File: config.mk
export PLATFORM = sky130hd
export DESIGN_NAME = mesh_job_ctrl
export DESIGN_NICKNAME = d
export VERILOG_FILES = /design/src/rtl/mesh_pkg.sv /design/src/rtl/mesh_preload_seq.sv /design/src/rtl/mesh_job_ctrl.sv
export SDC_FILE = /design/constraint.sdc
export NUM_CORES = 1
export LEC_CHECK = 0
export CAP_MARGIN = 25
export CORE_AREA = 2 2 765 767
export DETAILED_ROUTE_END_ITERATION = 10
export DIE_AREA = 0 0 767 769
export HOLD_SLACK_MARGIN = 0.05
export PLACE_DENSITY = 0.35
export SETUP_SLACK_MARGIN = 0.5
export SYNTH_ARGS = -nofsm -noshare
export SYNTH_HDL_FRONTEND = slang
export SYNTH_SLANG_ARGS = --single-unit
File: constraint.sdc
create_clock -name clk -period 4.8 [get_ports clk]
set_input_delay 0.96 -clock clk [delete_from_list [all_inputs] [get_ports clk]]
set_output_delay 0.96 -clock clk [all_outputs]
set_load 0.05 [all_outputs]
File: src/rtl/mesh_pkg.sv
// Shared definitions for the mesh job sequencer, the mesh top and the mesh benches.
//   state_t      : sequencer state encoding (also exported on the debug 'state' port)
//   mesh_lat     : default compute latency from mesh_start to result capture
//   pack_addr    : preload address packing {row, col}
package mesh_pkg;

  typedef enum logic [2:0] {
    ST_IDLE    = 3'd0,
    ST_LOAD    = 3'd1,
    ST_XWAIT   = 3'd2,
    ST_START   = 3'd3,
    ST_COMPUTE = 3'd4,
    ST_RESULT  = 3'd5
  } state_t;

  // Fill and drain of the systolic mesh plus a small pipeline margin.
  function automatic int mesh_lat(input int rows, input int cols);
    return rows + cols + 5;
  endfunction

  // Callers slice the low (row_w + col_w) bits of the result.
  function automatic logic [31:0] pack_addr(input logic [15:0] row, input logic [15:0] col,
                                            input int col_w);
    return (32'(row) << col_w) | 32'(col);
  endfunction

endpackage

File: src/rtl/mesh_preload_seq.sv
// Weight preload sequencer: walks {row, col} in row-major order (column fastest)
// for every accepted weight beat and registers the mesh preload port.
// Ports:
//   clk, rst_n           clock, async active-low reset
//   load_en              high while the controller is in LOAD (acts as w_ready)
//   w_valid, w_data      incoming weight beat
//   preload_valid/addr/data  registered mesh preload port, one cycle after the beat
//   last_beat            combinational: the current beat is the final (ROWS-1, COLS-1) one
module mesh_preload_seq
  import mesh_pkg::*;
#(
  parameter int DW    = 8,
  parameter int ROWS  = 40,
  parameter int COLS  = 40,
  parameter int ROW_W = 7,
  parameter int COL_W = 7
) (
  input  logic                   clk,
  input  logic                   rst_n,
  input  logic                   load_en,
  input  logic                   w_valid,
  input  logic [DW-1:0]          w_data,
  output logic                   preload_valid,
  output logic [ROW_W+COL_W-1:0] preload_addr,
  output logic [DW-1:0]          preload_data,
  output logic                   last_beat
);

  logic [ROW_W-1:0] row;
  logic [COL_W-1:0] col;
  logic             beat;
  logic             row_end;
  logic             col_end;

  assign beat      = load_en & w_valid;
  assign row_end   = (row == ROW_W'(ROWS - 1));
  assign col_end   = (col == COL_W'(COLS - 1));
  assign last_beat = beat & row_end & col_end;

  // The counters only move on accepted beats, so gap cycles can never skip
  // or repeat an address.  They return to {0,0} after the final beat.
  always_ff @(posedge clk or negedge rst_n) begin
    if (!rst_n) begin
      row           <= '0;
      col           <= '0;
      preload_valid <= 1'b0;
      preload_addr  <= '0;
      preload_data  <= '0;
    end else begin
      preload_valid <= beat;
      if (beat) begin
        preload_data <= w_data;
        preload_addr <= (ROW_W+COL_W)'(pack_addr(16'(row), 16'(col), COL_W));
        if (col_end) begin
          col <= '0;
          row <= row_end ? '0 : row + 1'b1;
        end else begin
          col <= col + 1'b1;
        end
      end
    end
  end

endmodule

File: src/rtl/mesh_job_ctrl.sv
// Job sequencer in front of the mesh matrix-vector top.
// Flow per job: optional full weight preload -> x vector latch -> one-cycle
// mesh_start -> fixed LAT-cycle wait -> result captured into a valid/ready buffer.
// Ports:
//   job_valid/job_reload/job_ready   job request (ready only in IDLE)
//   w_valid/w_data/w_ready           weight stream (ready only in LOAD)
//   x_valid/x_data/x_ready           x vector (ready only in XWAIT)
//   mesh_preload_*, mesh_start,
//   mesh_x_vector_flat               drive the mesh
//   mesh_result_flat                 mesh result bus
//   res_valid/res_data/res_ready     result buffer
//   state, weights_loaded, jobs_done debug/status
// Handshake rule: a transfer happens on a rising edge where valid and ready are
// both high; valid/ready inputs seen outside their owning state are ignored.
module mesh_job_ctrl
  import mesh_pkg::*;
#(
  parameter int DW      = 8,
  parameter int ROWS    = 40,
  parameter int COLS    = 40,
  parameter int ROW_W   = 7,
  parameter int COL_W   = 7,
  parameter int ACC_W   = 16,
  parameter int CYCLE_W = 9,
  parameter int LAT     = mesh_lat(ROWS, COLS)
) (
  input  logic                   clk,
  input  logic                   rst_n,
  input  logic                   job_valid,
  input  logic                   job_reload,
  output logic                   job_ready,
  input  logic                   w_valid,
  input  logic [DW-1:0]          w_data,
  output logic                   w_ready,
  input  logic                   x_valid,
  input  logic [COLS*DW-1:0]     x_data,
  output logic                   x_ready,
  output logic                   mesh_preload_valid,
  output logic [ROW_W+COL_W-1:0] mesh_preload_addr,
  output logic [DW-1:0]          mesh_preload_data,
  output logic                   mesh_start,
  output logic [COLS*DW-1:0]     mesh_x_vector_flat,
  input  logic [ROWS*ACC_W-1:0]  mesh_result_flat,
  output logic                   res_valid,
  output logic [ROWS*ACC_W-1:0]  res_data,
  input  logic                   res_ready,
  output logic [2:0]             state,
  output logic                   weights_loaded,
  output logic [15:0]            jobs_done
);

  state_t             state_q, state_d;
  logic [CYCLE_W-1:0] cnt;
  logic               last_beat;
  logic               capture;

  assign state = state_q;

  mesh_preload_seq #(
    .DW   (DW),
    .ROWS (ROWS),
    .COLS (COLS),
    .ROW_W(ROW_W),
    .COL_W(COL_W)
  ) u_preload (
    .clk          (clk),
    .rst_n        (rst_n),
    .load_en      (w_ready),
    .w_valid      (w_valid),
    .w_data       (w_data),
    .preload_valid(mesh_preload_valid),
    .preload_addr (mesh_preload_addr),
    .preload_data (mesh_preload_data),
    .last_beat    (last_beat)
  );

  // The counter holds LAT-1 in the first COMPUTE cycle; capture happens on the
  // edge where it reaches 0, which is LAT cycles after the mesh_start cycle.
  assign capture = (state_q == ST_COMPUTE) && (cnt == CYCLE_W'(1));

  always_ff @(posedge clk or negedge rst_n) begin
    if (!rst_n) state_q <= ST_IDLE;
    else        state_q <= state_d;
  end

  always_comb begin
    state_d    = state_q;
    job_ready  = 1'b0;
    w_ready    = 1'b0;
    x_ready    = 1'b0;
    mesh_start = 1'b0;
    case (state_q)
      ST_IDLE: begin
        job_ready = 1'b1;
        // A job without reload is forced to load if no weight set exists yet.
        if (job_valid) state_d = (job_reload || !weights_loaded) ? ST_LOAD : ST_XWAIT;
      end
      ST_LOAD: begin
        w_ready = 1'b1;
        if (last_beat) state_d = ST_XWAIT;
      end
      ST_XWAIT: begin
        x_ready = 1'b1;
        if (x_valid) state_d = ST_START;
      end
      ST_START: begin
        mesh_start = 1'b1;
        state_d    = ST_COMPUTE;
      end
      ST_COMPUTE: begin
        if (capture) state_d = ST_RESULT;
      end
      ST_RESULT: begin
        if (res_ready) state_d = ST_IDLE;
      end
      default: state_d = ST_IDLE;
    endcase
  end

  always_ff @(posedge clk or negedge rst_n) begin
    if (!rst_n) begin
      cnt                <= '0;
      mesh_x_vector_flat <= '0;
      res_valid          <= 1'b0;
      res_data           <= '0;
      weights_loaded     <= 1'b0;
      jobs_done          <= '0;
    end else begin
      if (last_beat) weights_loaded <= 1'b1;
      if (x_ready && x_valid) mesh_x_vector_flat <= x_data;
      if (state_q == ST_START) cnt <= CYCLE_W'(LAT - 1);
      else if (state_q == ST_COMPUTE) cnt <= cnt - 1'b1;
      if (capture) begin
        res_data  <= mesh_result_flat;
        res_valid <= 1'b1;
      end else if (state_q == ST_RESULT && res_ready) begin
        res_valid <= 1'b0;
        jobs_done <= jobs_done + 16'd1;
      end
    end
  end

endmodule

==> summary.txt, run 1 <==
Outcome
  • Run status: complete, no violations

Yosys
  • Instance count of the mapped netlist: 2955
  • Sequential area share after synthesis: 66.2%
  • Main area contributors after synthesis: sky130_fd_sc_hd__dfrtp_1 (66%), sky130_fd_sc_hd__mux2_1 (14%), sky130_fd_sc_hd__nand2_1 (9.6%), sky130_fd_sc_hd__mux2_2 (5.0%), sky130_fd_sc_hd__buf_6 (1.6%)
  • Area share of the leading cell type in the synthesized netlist: 66.2%
  • Number of synthesized register bits: 1027
  • Post-synthesis cell type count: 45
  • Mapped Area: 38800 µm²
  • Synth Net Count: 3935
  • Mean Syn Cell Area: 13.1 µm²
  • Biggest area consumer among synthesized cells: sky130_fd_sc_hd__dfrtp_1
  • Number of warning messages in the yosys log: 0

CTS
  • CTS Sinks: 1027
  • CTS root buffer: sky130_fd_sc_hd__clkbuf_16
  • Register clock-pin slew on the reported worst setup and hold paths: 50 ps
  • Number of buffers inserted by post-CTS setup repair: 0
  • Clock buffer depth: 4
  • Clock tree from TritonCTS: built
  • Source-to-sink clock delay at the later pin of the worst-skew pair: 870 ps
  • Clock buffer count from CTS: 165
  • Maximum level of the CTS H-tree: 4

Drt
  • Average wire per cell in the routed design: 34.0 µm
  • Post-DRT Antenna Nets: 0
  • Detailed-route DRC error count: 0
  • Vias after detailed routing: 34800
  • Number of search-and-repair iterations in the first detailed-routing pass: 5
  • Number of DRC markers after the initial detailed-route iteration: 1713
  • Via/cell ratio: 2.67
  • Drt total wl: 443000 µm

Final layout
  • Total number of nets in the final design: 6021
  • Share of cells above drive strength 1: 10.7%
  • Top library cells by usage in the layout, fill and taps aside: sky130_fd_sc_hd__clkdlybuf4s50_1 (1958), sky130_fd_sc_hd__dfrtp_1 (1027), sky130_fd_sc_hd__nand2_1 (989)
  • Area Overhead vs Synth: 91.6%
  • Final Cell Area: 74400 µm²
  • Fraction of the core area covered by cells at the end of the flow: 12.8%
  • Final instance count without filler cells: 13000
  • Most common library cell in the layout ignoring fill and taps: sky130_fd_sc_hd__clkdlybuf4s50_1

Power and ir drop
  • Proportion of power drawn by flip-flops and latches: 35.3%
  • Share of total power in the clock network: 48.6%
  • Peak supply drop: 247 µV
  • Power density cells: 358 nW/µm²
  • Net switching component of the power: 8.32 mW
  • Leakage Power: 29.6 nW
  • Design Power: 26.7 mW
  • Sw frac: 31.2%
  • Internal portion of total power: 18.3 mW
  • Combinational share of power: 16.1%

Timing
  • Fmax: 245 MHz
  • Period Utilization, post-route: 85.1%
  • Post-route worst setup slack: 716 ps
  • Tightest slew margin relative to the limit: 26.4%
  • Clock tree skew after final layout: 39.4 ps
  • Max-slew violation total from the final report: 0
  • Clock period minus final worst setup slack: 4080 ps
  • Final-layout worst hold slack: 471 ps
  • Worst slew pin tran: 1100 ps
  • RSZ-0062 raised after global routing: false
  • Final hold viol count: 0
  • Setup violators final: 0
  • Aggregate negative setup slack: 0 ps

Flow run
  • Total of max-cap violations: 0

Global routing
  • Global-route wire length before repair: 532000 µm
  • Global Route Usage Sum: 14.5%
  • Maximum number of pins on one net before global-route repair: 128
  • Global route overflow: 0
  • Number of global-route vias before repair: 35900
  • Number of antenna violations at the first check in global routing: 460

Placement
  • Post-Place Setup Slack: 1350 ps
  • Buffers added on ports: 1982
  • Cell total after placement: 12600
  • Post-DP HPWL: 388000 µm
  • Routability cong.: 0.965
  • Placed instance area: 68500 µm²

Worst setup path
  • Largest stage delay on the critical path: 920 ps
  • CP endpoint kind: primary output
  • Peak fanout along the critical path: 17
  • Ordered list of cells on the worst path: nand3b_1 > inv_1 > clkdlybuf4s50_1
  • Start point of the critical path: state[0]$_DFFE_PN0P_
  • Kind of critical path: flip-flop to primary output
  • Critical Path AT: 3120 ps
  • Launch instance of the worst register-to-register path: state[2]$_DFFE_PN0P_
  • Standard cell with the maximum stage delay on the critical path: sky130_fd_sc_hd__clkdlybuf4s50_1
  • R2r setup slk: 1450 ps
  • Required time at the endpoint of the critical path: 3840 ps
  • Type of origin of the critical path: flip-flop

Floorplan
  • Initial core utilization: 6.68%
  • Core Rows: 280
  • Number of ports placed on the die boundary: 1983
  • Area of the die: 590000 µm²
  • DIE HEIGHT: 769 µm
  • Area of the core region: 581000 µm²
  • Horizontal die dimension: 767 µm

Hold path
  • HP Start: mesh_x_vector_flat[39]$_DFFE_PN0P_
  • Type of the tightest min-delay check: flip-flop to flip-flop
[Yosys cell counts (all sizes together)]
| library cell | count |
|---|---|
| dfrtp | 1027 |
| nand2 | 991 |
| mux2 | 663 |
| buf | 107 |
| clkbuf | 44 |
| xnor2 | 20 |
| nand4 | 11 |
| nor2 | 10 |
| nand3 | 7 |
| nor3 | 7 |
| inv | 6 |
| xor2 | 6 |
| a21oi | 5 |
| ha | 5 |
| and3 | 4 |
| nor3b | 4 |
| and4 | 3 |
| mux2i | 3 |
| a221oi | 2 |
| nand2b | 2 |
| nand3b | 2 |
| nand4b | 2 |
| nor2b | 2 |
| nor4b | 2 |
| o21ai | 2 |
| o22ai | 2 |
| o31ai | 2 |
| or4 | 2 |
| a31oi | 1 |
| and2 | 1 |
| and4b | 1 |
| nand4bb | 1 |
| nor4 | 1 |
| nor4bb | 1 |
| o311ai | 1 |
| o31a | 1 |
| o41ai | 1 |
| or2 | 1 |
| or3 | 1 |
| or3b | 1 |
[critical path, delay by kind of cell (launching register included)]
kind,cells,cell delay (ps)
DFF,1,760
buffers and inverters,2,1100
and+or+nand+nor,1,390
[path summary, 6_finish.rpt]
check,depth (start not counted),to
min reg2reg,2,mesh_x_vector_flat[39]$_DFFE_PN0P_
min in group asynchronous,2,mesh_x_vector_flat[124]$_DFFE_PN0P_
min,2,mesh_x_vector_flat[39]$_DFFE_PN0P_
max reg2reg,5,res_data[495]$_DFFE_PN0P_
max,3,mesh_start
max in group asynchronous,3,res_data[5]$_DFFE_PN0P_
[routing by layer]
metal | global-route usage [%] | up-vias | part of all wire [%]
li1 | - | 14100 | -
met4 | 3.11 | 306 | 2.7
met1 | 15.1 | 17300 | 36
met2 | 23.4 | 2211 | 45
met5 | 0 | - | 0.45
met3 | 10.6 | 878 | 16
[cell type report]
cell class | instances | area [µm²]
Sequential cell | 1027 | 25700
Antenna cell | 116 | 290
Tap cell | 7755 | 9700
Timing Repair Buffer | 2070 | 21000
Multi-Input combinational cell | 1771 | 12100
Inverter | 6 | 22.5
Fill cell | 65900 | 506000
Clock inverter | 55 | 793
Clock buffer | 233 | 4770
[cell families after synthesis]
family,after synthesis,synth area share [%]
AND/OR/NAND/NOR,1057,10.7
multiplexers,666,19.3
AO/OA/AOI/OAI,17,0.290
adder cells (fa/ha/maj),5,0.161
flip-flops,1027,66.2
buffers and inverters,157,2.73
XOR/XNOR,26,0.587
[sequential cells by signal (all words and copies together) (netlist names)]
name                     cells
res_data                   640
mesh_x_vector_flat         320
jobs_done                   16
u_preload.preload_addr      14
cnt                          9
u_preload.preload_data       8
u_preload.col                7
u_preload.row                7
state                        3
res_valid                    1
u_preload.preload_valid      1
weights_loaded               1
[what timing repair did]
action	CTS	global route
endpoints found under the hold margin	21	0
endpoints found under the setup margin	0	0
gates resized for setup	0	0
hold buffers	1	0
[power groups by stage]
| stage | clock network [mW] | logic, mW | registers, mW |
|---|---|---|---|
| global route | 13.9 | 4.51 | 9.47 |
| detailed placement | 0 | 4.41 | 9.58 |
| finish | 13.0 | 4.28 | 9.42 |
| CTS | 13.7 | 4.43 | 9.43 |
| floorplan | 0 | 0.456 | 10.7 |
| global placement | 0 | 4.38 | 9.57 |
Note: power is estimated with default switching activity, not from simulation.
==> run 2: changes to the inputs <==
--- a/config.mk
+++ b/config.mk
@@ -5,6 +5,7 @@
 export SDC_FILE = /design/constraint.sdc
 export NUM_CORES = 1
 export LEC_CHECK = 0
+export ABC_AREA = 0
 export CAP_MARGIN = 25
 export CORE_AREA = 2 2 765 767
 export DETAILED_ROUTE_END_ITERATION = 10
==> results of run 2 <==
Final layout, timing and power as in run 1 (identical DEF).
==> run 3: changes to the inputs <==
--- a/config.mk
+++ b/config.mk
@@ -10,6 +10,7 @@
 export CORE_AREA = 2 2 765 767
 export DETAILED_ROUTE_END_ITERATION = 10
 export DIE_AREA = 0 0 767 769
+export GPL_TIMING_DRIVEN = 0
 export HOLD_SLACK_MARGIN = 0.05
 export PLACE_DENSITY = 0.35
 export SETUP_SLACK_MARGIN = 0.5
==> summary.txt, run 3 (synthesis gave the netlist of run 1 again) <==
Power and ir drop
  • Power density cells: 351 nW/µm² (was 358 nW/µm²)
  • Peak supply drop: 259 µV (was 247 µV)
  • Combinational share of power: 16.6% (was 16.1%)
  • Net switching component of the power: 8.38 mW (was 8.32 mW)
  • Sw frac: 31.5% (was 31.2%)
  • Proportion of power drawn by flip-flops and latches: 35.4% (was 35.3%)
  • Internal portion of total power: 18.2 mW (was 18.3 mW)
  • Share of total power in the clock network: 48.0% (was 48.6%)
  • Leakage Power: 30.3 nW (was 29.6 nW)

Timing
  • Clock tree skew after final layout: 53.3 ps (was 39.4 ps)
  • Final hold viol count: 0 (unchanged)
  • Fmax: 248 MHz (was 245 MHz)
  • Max-slew violation total from the final report: 0 (unchanged)
  • Worst slew pin tran: 1110 ps (was 1100 ps)
  • Tightest slew margin relative to the limit: 25.8% (was 26.4%)
  • Setup violators final: 0 (unchanged)
  • RSZ-0062 raised after global routing: false (unchanged)
  • Aggregate negative setup slack: 0 ps (unchanged)
  • Period Utilization, post-route: 84.0% (was 85.1%)
  • Clock period minus final worst setup slack: 4030 ps (was 4080 ps)

Final layout
  • Number of flip-flops under the largest register name: 640 (unchanged)
  • Most common library cell in the layout ignoring fill and taps: sky130_fd_sc_hd__clkdlybuf4s50_1 (unchanged)
  • Largest regs: res_data (640), mesh_x_vector_flat (320), jobs_done (16) (unchanged)
  • Top library cells by usage in the layout, fill and taps aside: sky130_fd_sc_hd__clkdlybuf4s50_1 (1962), sky130_fd_sc_hd__dfrtp_1 (1027), sky130_fd_sc_hd__nand2_1 (991) (was sky130_fd_sc_hd__clkdlybuf4s50_1 (1958), sky130_fd_sc_hd__dfrtp_1 (1027), sky130_fd_sc_hd__nand2_1 (989))
  • Fraction of the core area covered by cells at the end of the flow: 13.1% (was 12.8%)
  • Share of cells above drive strength 1: 12.0% (was 10.7%)
  • Total number of nets in the final design: 6150 (was 6021)
  • Most flop-heavy register: res_data (unchanged)
  • Area Overhead vs Synth: 95.4% (was 91.6%)

Floorplan
  • Area of the core region: 581000 µm² (unchanged)
  • Horizontal die dimension: 767 µm (unchanged)
  • DIE HEIGHT: 769 µm (unchanged)
  • Initial core utilization: 6.68% (unchanged)
  • Core Rows: 280 (unchanged)
  • Number of ports placed on the die boundary: 1983 (unchanged)
  • Area of the die: 590000 µm² (unchanged)

Global routing
  • Global Route Usage Sum: 14.7% (was 14.5%)
  • Number of global-route vias before repair: 36500 (was 35900)
  • Global-route wire length before repair: 536000 µm (was 532000 µm)
  • Number of antenna violations at the first check in global routing: 396 (was 460)
  • Maximum number of pins on one net before global-route repair: 152 (was 128)
  • Global route overflow: 0 (unchanged)

Drt
  • Vias after detailed routing: 35100 (was 34800)
  • Post-DRT Antenna Nets: 0 (unchanged)
  • Drt total wl: 448000 µm (was 443000 µm)
  • Number of search-and-repair iterations in the first detailed-routing pass: 5 (unchanged)
  • Via/cell ratio: 2.67 (about the same)
  • Detailed-route DRC error count: 0 (unchanged)
  • Average wire per cell in the routed design: 34.0 µm (about the same)
  • Number of DRC markers after the initial detailed-route iteration: 1748 (was 1713)

Hold path
  • HP Start: mesh_x_vector_flat[156]$_DFFE_PN0P_ (was mesh_x_vector_flat[39]$_DFFE_PN0P_)
  • Type of the tightest min-delay check: flip-flop to flip-flop (unchanged)
  • Hold Path Stages: 2 (unchanged)

CTS
  • Clock buffer depth: 4 (unchanged)
  • CTS root buffer: sky130_fd_sc_hd__clkbuf_16 (unchanged)
  • CTS Sinks: 1027 (unchanged)
  • Clock tree from TritonCTS: built (unchanged)
  • Clock buffer count from CTS: 166 (was 165)
  • Number of buffers inserted by post-CTS setup repair: 0 (unchanged)
  • Maximum level of the CTS H-tree: 4 (unchanged)
  • Source-to-sink clock delay at the later pin of the worst-skew pair: 890 ps (was 870 ps)
  • Register clock-pin slew on the reported worst setup and hold paths: 60 ps (was 50 ps)

Worst setup path
  • Start point of the critical path: state[0]$_DFFE_PN0P_ (unchanged)
  • Launch instance of the worst register-to-register path: state[1]$_DFFE_PN0P_ (was state[2]$_DFFE_PN0P_)
  • Peak fanout along the critical path: 10 (was 17)
  • Depth of the worst register-to-register path: 8 (was 5)
  • Required time at the endpoint of the critical path: 3840 ps (about the same)
  • Kind of critical path: flip-flop to primary output (unchanged)
  • Critical Path AT: 3070 ps (was 3120 ps)
  • Type of origin of the critical path: flip-flop (unchanged)
  • CP endpoint kind: primary output (unchanged)

Placement
  • Buffers added on ports: 1982 (unchanged)
  • Post-DP HPWL: 398000 µm (was 388000 µm)
  • Routability cong.: 1.02 (was 0.965)

Outcome
  • Run status: complete, no violations (unchanged)

Flow run
  • Total of max-cap violations: 0 (unchanged)
## run 3: changes by cell type in the layout (fill, tap and decap cells not counted), sizes merged
cell           delta
buf              +79
bufinv            -5
clkbuf           +47
clkdlybuf4s50     +4
clkinv            +7
clkinvlp          +3
diode             -5
dlygate4sd2       +1
## run 3: worst paths after layout
check / end / slack [ps]
min in group asynchronous: mesh_x_vector_flat[111]$_DFFE_PN0P_ / 600
max reg2reg: mesh_x_vector_flat[151]$_DFFE_PN0P_ / 1220
min: mesh_x_vector_flat[156]$_DFFE_PN0P_ / 470
max in group asynchronous: res_data[176]$_DFFE_PN0P_ / 1200
max: mesh_start / 770
min reg2reg: mesh_x_vector_flat[156]$_DFFE_PN0P_ / 470
## run 3: worst max-delay path, cell delays in order, from the launching register on
cell                            delay [ps]
sky130_fd_sc_hd__dfrtp_1               590
sky130_fd_sc_hd__clkbuf_1              410
sky130_fd_sc_hd__nand3b_1              370
sky130_fd_sc_hd__inv_1                 170
sky130_fd_sc_hd__dlygate4sd2_1         680
## run 3: layer usage
layer,GRT usage (%),vias up,share of wire [%]
met4,3.84,268,3.4
met1,14.9,17400,35
met5,0,-,0.39
li1,-,14400,-
met2,24.0,2267,45
met3,10.7,803,16
## run 3: layout make-up
type / count / area [µm²]
antenna: 111 / 278
buffer: 151 / 1040
clock buffer: 236 / 4820
clock inverter: 60 / 738
fill: 65700 / 505000
inverter: 6 / 22.5
multi-input combinational: 1771 / 12100
sequential: 1027 / 25700
tap: 7755 / 9700
timing repair buffer: 2047 / 21500
## run 3: timing repair
item                                    CTS  global route
hold endpoints to repair                 60             0
hold buffers                              1             0
resized for setup                         2             0
endpoints found under the setup margin    2             0
## run 3: metrics by stage
step	instances	worst slack (ps)	power [mW]	instance area (µm²)	hold WS, ps
floorplan	2955	1650	11.1	38800	446
global placement	12700	-55170	14.0	68400	462
detailed placement	12700	726	14.1	69800	466
CTS	13000	609	27.4	75300	455
global route	13100	577	27.8	75700	502
finish	13200	769	26.6	75900	474
## run 3: power by group through the flow
stage / combinational (mW) / sequential (mW) / clock [mW]
2_1_floorplan: 0.456 / 10.7 / 0
3_3_place_gp: 4.39 / 9.63 / 0
3_5_place_dp: 4.52 / 9.58 / 0
4_1_cts: 4.54 / 9.43 / 13.5
5_1_grt: 4.64 / 9.46 / 13.7
6_report: 4.42 / 9.42 / 12.8
